$ cat src/rtl/cm_window_counter.sv
// ---------------------------------------------------------------------------
// cm_window_counter
//
// Two-dimensional active-window pixel counter for the CM capture path.
// h_pos counts clocks while hsync is high, v_pos counts completed lines
// (hsync falling edges) while vsync is high. A pixel is valid when both
// positions sit strictly between their back and front porches. The porch
// inputs are captured into shadow registers on the vsync rising edge, so
// reprogramming them mid-frame only affects the following frame.
//
// Build option:
//   CM_WINDOW_COUNTER_CFG_ERR_EN  when defined, cfg_err flags an illegal
//                                 (empty) window at shadow load and any
//                                 position-counter saturation. When not
//                                 defined, cfg_err is tied to 0.
//
// Ports:
//   clk        system clock, rising edge
//   rst        asynchronous active-high reset
//   h_back     horizontal back porch, exclusive lower bound
//   h_front    horizontal front porch, exclusive upper bound
//   v_back     vertical back porch (lines), exclusive lower bound
//   v_front    vertical front porch (lines), exclusive upper bound
//   hsync      line-active level
//   vsync      frame-active level
//   pix_valid  registered, current pixel is inside the active window
//   pix_x      active pixel column, 0-based
//   pix_y      active line index, 0-based
//   line_end   one-cycle pulse on the pix_valid falling edge
//   frame_end  one-cycle pulse on the vsync falling edge
//   cfg_err    configuration / saturation error flag
// ---------------------------------------------------------------------------
module cm_window_counter #(
    parameter int H_WIDTH = 11,
    parameter int V_WIDTH = 10
) (
    input  logic               clk,
    input  logic               rst,
    input  logic [H_WIDTH-1:0] h_back,
    input  logic [H_WIDTH-1:0] h_front,
    input  logic [V_WIDTH-1:0] v_back,
    input  logic [V_WIDTH-1:0] v_front,
    input  logic               hsync,
    input  logic               vsync,
    output logic               pix_valid,
    output logic [H_WIDTH-1:0] pix_x,
    output logic [V_WIDTH-1:0] pix_y,
    output logic               line_end,
    output logic               frame_end,
    output logic               cfg_err
);

    localparam logic [H_WIDTH-1:0] H_MAX = {H_WIDTH{1'b1}};
    localparam logic [V_WIDTH-1:0] V_MAX = {V_WIDTH{1'b1}};
    localparam logic [H_WIDTH-1:0] H_ONE = H_WIDTH'(1);
    localparam logic [V_WIDTH-1:0] V_ONE = V_WIDTH'(1);

    logic [H_WIDTH-1:0] h_pos;
    logic [V_WIDTH-1:0] v_pos;
    logic [H_WIDTH-1:0] sh_back;
    logic [H_WIDTH-1:0] sh_front;
    logic [V_WIDTH-1:0] sv_back;
    logic [V_WIDTH-1:0] sv_front;
    logic               hsync_d;
    logic               vsync_d;

    logic               shadow_load;
    logic               h_fall;
    logic               h_act;
    logic               v_act;
    logic               win_act;

    assign shadow_load = vsync & ~vsync_d;
    assign h_fall      = hsync_d & ~hsync;

    // Window compare works on the registered positions together with the
    // live sync levels, so a sync dropping closes the window on that edge.
    assign h_act   = (h_pos > sh_back) && (h_pos < sh_front) && hsync;
    assign v_act   = (v_pos > sv_back) && (v_pos < sv_front) && vsync;
    assign win_act = h_act && v_act;

    always_ff @(posedge clk or posedge rst) begin
        if (rst) begin
            hsync_d <= 1'b0;
            vsync_d <= 1'b0;
        end else begin
            hsync_d <= hsync;
            vsync_d <= vsync;
        end
    end

    always_ff @(posedge clk or posedge rst) begin
        if (rst) begin
            sh_back  <= '0;
            sh_front <= '0;
            sv_back  <= '0;
            sv_front <= '0;
        end else if (shadow_load) begin
            sh_back  <= h_back;
            sh_front <= h_front;
            sv_back  <= v_back;
            sv_front <= v_front;
        end
    end

    // Positions saturate rather than wrap so an oversized porch can never
    // re-open the window after the counter runs out of range.
    always_ff @(posedge clk or posedge rst) begin
        if (rst) begin
            h_pos <= '0;
        end else if (!hsync) begin
            h_pos <= '0;
        end else if (h_pos != H_MAX) begin
            h_pos <= h_pos + H_ONE;
        end
    end

    always_ff @(posedge clk or posedge rst) begin
        if (rst) begin
            v_pos <= '0;
        end else if (!vsync) begin
            v_pos <= '0;
        end else if (h_fall && (v_pos != V_MAX)) begin
            v_pos <= v_pos + V_ONE;
        end
    end

    always_ff @(posedge clk or posedge rst) begin
        if (rst) begin
            pix_valid <= 1'b0;
            pix_x     <= '0;
            line_end  <= 1'b0;
            frame_end <= 1'b0;
        end else begin
            pix_valid <= win_act;
            line_end  <= pix_valid & ~win_act;
            frame_end <= vsync_d & ~vsync;
            // Restart the column at the first valid cycle of each line.
            if (!win_act || !pix_valid) begin
                pix_x <= '0;
            end else begin
                pix_x <= pix_x + H_ONE;
            end
        end
    end

    // pix_y advances the cycle after line_end, so the first active line
    // reports y=0; vsync low clears it even if a line_end is pending.
    always_ff @(posedge clk or posedge rst) begin
        if (rst) begin
            pix_y <= '0;
        end else if (!vsync) begin
            pix_y <= '0;
        end else if (line_end) begin
            pix_y <= pix_y + V_ONE;
        end
    end

`ifdef CM_WINDOW_COUNTER_CFG_ERR_EN
    localparam logic [H_WIDTH:0] H_ONE_X = (H_WIDTH + 1)'(1);
    localparam logic [V_WIDTH:0] V_ONE_X = (V_WIDTH + 1)'(1);

    logic cfg_bad;
    logic pos_sat;

    // One extra bit so a back porch of all-ones does not wrap back+1 to 0.
    assign cfg_bad = ({1'b0, h_front} <= ({1'b0, h_back} + H_ONE_X)) ||
                     ({1'b0, v_front} <= ({1'b0, v_back} + V_ONE_X));
    assign pos_sat = (hsync && (h_pos == H_MAX)) || (vsync && (v_pos == V_MAX));

    always_ff @(posedge clk or posedge rst) begin
        if (rst) begin
            cfg_err <= 1'b0;
        end else if (shadow_load) begin
            cfg_err <= cfg_bad;
        end else if (pos_sat) begin
            cfg_err <= 1'b1;
        end
    end
`else
    assign cfg_err = 1'b0;
`endif

endmodule

$ cat config.mk
export PLATFORM = sky130hd
export DESIGN_NAME = cm_window_counter
export DESIGN_NICKNAME = d
export VERILOG_FILES = /design/src/rtl/cm_window_counter.sv
export SDC_FILE = /design/constraint.sdc
export NUM_CORES = 1
export LEC_CHECK = 0
export BUFFER_PORTS_ARGS = -buffer_cell sky130_fd_sc_hd__buf_2
export CORE_MARGIN = 5
export CORE_UTILIZATION = 59
export CTS_CLUSTER_SIZE = 40
export DETAILED_ROUTE_END_ITERATION = 16
export GPL_ROUTABILITY_DRIVEN = 0
export HOLD_SLACK_MARGIN = 0.05
export PLACE_DENSITY = 0.82
export SETUP_SLACK_MARGIN = 0.2
export SLEW_MARGIN = 20
export SYNTH_ARGS = -nofsm -noshare
export SYNTH_HDL_FRONTEND = slang
export SYNTH_SLANG_ARGS = --single-unit
$ cat constraint.sdc
create_clock -name clk -period 9.05 [get_ports clk]
set_input_delay 1.81 -clock clk [delete_from_list [all_inputs] [get_ports clk]]
set_output_delay 1.81 -clock clk [all_outputs]
set_load 0.1 [all_outputs]
Word-level counts from Yosys, hierarchy flattened
Cells that the tools add are included.
Operators by class
  add/subtract/negate cells: 4
  $lt $le $gt $ge: 4
  equal/unequal tests: 5
  muxes and demuxes: 7
  bitwise logic cells: 8
  reductions and logical operators: 9
Operators with widths (count)
  two-way mux 10 bit: 4
  two-way mux 11 bit: 3
  adder 11 x 1 -> 11 bit (second input constant): 2
  adder 10 x 1 -> 10 bit (second input constant): 2
  greater-than comparator 11 bit: 1
  < comparator 11 bit: 1
  inequality test 11 bit (second input constant): 1
  greater-than comparator 10 bit: 1
  < comparator 10 bit: 1
  inequality test 10 bit (second input constant): 1
  logical AND 1 bit: 6
  inequality test 2 x 1 -> 1 bit (second input constant): 3
  AND 1 bit: 4
  NOT 1 bit: 4
  zero test 1 bit: 2
  logical OR 1 bit: 1
Word-level totals
  bits in registers: 89
  input port bits: 46
  output and inout port bits: 25
  word-level logic and storage cells: 50

Depth between registers and ports, before layout
  depth after elaboration: 7
  mapped depth: 8
  gate-level depth less buffers: 7

Worst setup path after synthesis
No wires, ideal clock.
  path type: input to register
  from: input vsync
  to: register sh_back[0]
  library setup time: 0.125 ns
  arrival: 2.725 ns
  data required time: 8.925 ns
  setup slack: 6.200 ns
  stages: 4
  path buffers: 1
  cell sequence: inv_2 nor2_1 buf_2 mux2_2
Between the ends
  cells in the longest elaborated chain, start to end: 1
Ends and longest elaborated chain
  from (decl): RTL line 44  | input logic vsync,
  AND 1 bit: RTL line 73  | assign shadow_load = vsync & ~vsync_d;
  to (signal assigned): RTL line 99  | sh_back <= h_back;
  to (decl): RTL line 60  | logic [H_WIDTH-1:0] sh_back;
Every way passes these cells.
A chain may end at the register's enable or synchronous reset.

Worst setup path in the final report
  from: input vsync
  to: register sv_back[0]
Between the ends
  cells in the longest elaborated chain, start to end: 1
Ends and longest elaborated chain
  AND 1 bit: RTL line 73
  to (signal assigned): RTL line 101  | sv_back <= v_back;
  to (decl): RTL line 62  | logic [V_WIDTH-1:0] sv_back;
Every way passes these cells.

==> key figures <==
Outcome
  • Status: finished, final reports clean

Placement
  • Dpl cells: 654
  • IO buf count: 69
  • Post-Place Worst Slack: 5.30 ns
  • DP Wirelength: 7.46 mm

STA
  • WHS: 0.527 ns
  • Final min period: 3.37 ns
  • Final setup fails: 0
  • Hold Fails Final Rpt: 0
  • Worst-Margin Slew: 0.785 ns
  • Slew Viols, Final: 0
  • Final period util: 37.3%
  • RSZ-0062 raised after global routing: no
  • Fin worst setup slack: 5.68 ns
  • Worst slew margin: 47.7%
  • Worst Skew: 0.0102 ns
  • F_max: 0.296 GHz
  • Final setup TNS: 0 ns

Setup path
  • Crit. End Element: flop
  • Levels on crit path: 5
  • Largest stage delay on the critical path: 0.62 ns
  • Arrival @ worst endpoint: 3.62 ns
  • Crit-path leading delay family: buffers and inverters
  • CP bufs+invs: 3
  • Reg2Reg Depth: 6
  • Critical Path RT: 9.30 ns
  • Startpoint Class: input port
  • Worst Setup Path Type: in -> reg
  • Worst-path fanout max: 42
  • Critical-path top delay cell: nor2_4
  • Critical-path cell list: buf_2 > inv_2 > nor2_4 > buf_4 > mux2_2

Cells and area
  • Layout cell share with drive strength beyond 1: 18.5%
  • Multi-input logic area: 2320 um^2
  • Fillers: 608
  • Most frequent cells in the layout: 89 x dfrtp_1, 69 x buf_2, 68 x nand2_1
  • Ant. Diodes: 0
  • Layout area overhead: 13.1%
  • NumNets Final: 653
  • Non-filler cells in the finished layout: 669
  • Most common cell after layout, fill and taps aside: dfrtp_1
  • Register area: 2230 um^2

Route
  • Vias per cell: 5.60
  • DRC: 0
  • Drt initial violations: 206
  • WL/cell: 15.1 um
  • Total routed wirelength: 10.1 mm
  • Drt pass-1 iters: 5
  • Remaining antenna violation count: 0
  • Routed vias: 3749

CTS
  • CTS HTree Levels: 3
  • Setup Buffers After CTS: 0
  • CTS tree: built
  • Cts hold-fix bufs: 0
  • Clk slew on worst S/H paths: 0.08 ns
  • CTS root buffer: clkbuf_8
  • CTS buffer count: 9
  • Skew-Pair Late Insertion Delay: 0.36 ns
  • Max clock buf depth: 2
  • Post-CTS resize count: 0
  • Clk sinks: 89

Min path
  • Hold depth: 1
  • Hold Path Class: reg -> reg

Pwr
  • Pwr Density: 150 nW/um^2
  • PnR Total Power: 0.000814 W
  • VDD IR max: 108 uV
  • Leakage dissipation: 2.68 nW

Yosys
  • Post-synth EDFFs: 0
  • Area leader, netlist: dfrtp_1
  • Mean cell area of the mapped netlist: 9.67 um^2
  • Sequential fraction of the synthesis area: 46.4%
  • Synth area leaders: dfrtp_1 46%, ha_1 11%, nand2_1 5.3%, o21ai_0 4.9%, inv_1 4.0%
  • Post-Synthesis Cells: 496
  • Seq cells post-synth: 89
  • Post-synthesis async set-or-reset flop share: 100%
  • Syn_nets: 586
  • Synth unique cells: 49
  • Yosys warns: 0
  • Synth Flop Type: dfrtp_1
  • Cell area after synthesis: 4800 um^2
  • Yosys top cell area share: 46.4%

Floorplanning
  • Core footprint: 7810 um^2
  • Ports: 71
  • Num rows: 32
  • Initial cell density of the core: 61.5%
  • Full die area: 10000 um^2
  • Die Span X: 100 um
  • Die height: 100 um

Flow run
  • MaxCap Viol Count: 0

Global route
  • Number of global-route vias before repair: 3714
  • GR Overflow Total: 0
  • GRT Overall Usage: 21.4%
  • Initial antenna violation count: 0
  • First-pass GRT wire length: 17.1 mm
  • Largest net degree at the start of global routing: 90
## report_power, final
group          switching [W]  leakage [nW]  internal, W
logic              0.0000655          1.42    0.0000395
registers          0.0000109          1.16     0.000424
clock network       0.000140        0.0916     0.000134
total               0.000217          2.68     0.000597
## state kept, by name, indices dropped and copies added, names as in the netlist, 10 cells and up
signal    cells
pix_x        11
sv_front     10
sh_back      11
v_pos        10
sv_back      10
sh_front     11
pix_y        10
h_pos        11
## layout make-up
type	count	area share (%)
sequential	89	41.0
multi-input combinational	340	42.7
timing repair buffer	71	6.71
inverter	52	3.62
clock buffer	11	2.61
tap	102	2.35
clock inverter	4	0.991
## kinds of logic after synthesis
kind of cell             after synthesis  share of synthesized area (%)
XOR/XNOR                              27                           4.93
AO/OA/AOI/OAI                         95                           11.8
AND/OR/NAND/NOR                      166                           18.1
flip-flops                            89                           46.4
other                                  1                         0.0782
buffers and inverters                 67                           5.71
adder cells (fa/ha/maj)               44                           11.5
multiplexers                           7                           1.56
## Yosys cell counts, drive strengths merged (5+ instances only)
master  number
nand2       68
nor4        13
a21oi       16
nand3       12
o21ai       51
nor2        30
inv         52
dfrtp       89
buf          7
ha          44
xnor2       16
xor2        11
nand4       17
nor2b        5
a21o         6
clkbuf       8
## through the flow
stage          utilization, %  area [um^2]
5_1_grt                  69.5         5430
6_report                 69.5         5430
3_3_place_gp             66.8         5220
2_1_floorplan               -         4800
4_1_cts                  69.5         5420
3_5_place_dp             67.0         5230
## path summary, 6_finish.rpt
check	start	slack, ns	end
max	vsync	5.68	sv_back[0]
min	sv_front[0]	0.53	sv_front[0]
max reg2reg	h_pos[10]	6.45	line_end
min reg2reg	sv_front[0]	0.53	sv_front[0]
max in group asynchronous	rst	6.86	sv_back[1]
min in group asynchronous	rst	1.66	pix_x[0]
## layer usage
| layer | wire, um | global-route usage, % | vias to the layer above |
|---|---|---|---|
| met5 | 0 | 0 | - |
| met4 | 190 | 6.94 | 0 |
| met3 | 466 | 5.77 | 21 |
| met2 | 5180 | 36.1 | 84 |
| met1 | 4260 | 26.8 | 1811 |
| li1 | - | - | 1833 |
Power figures use the tool's default switching activity.
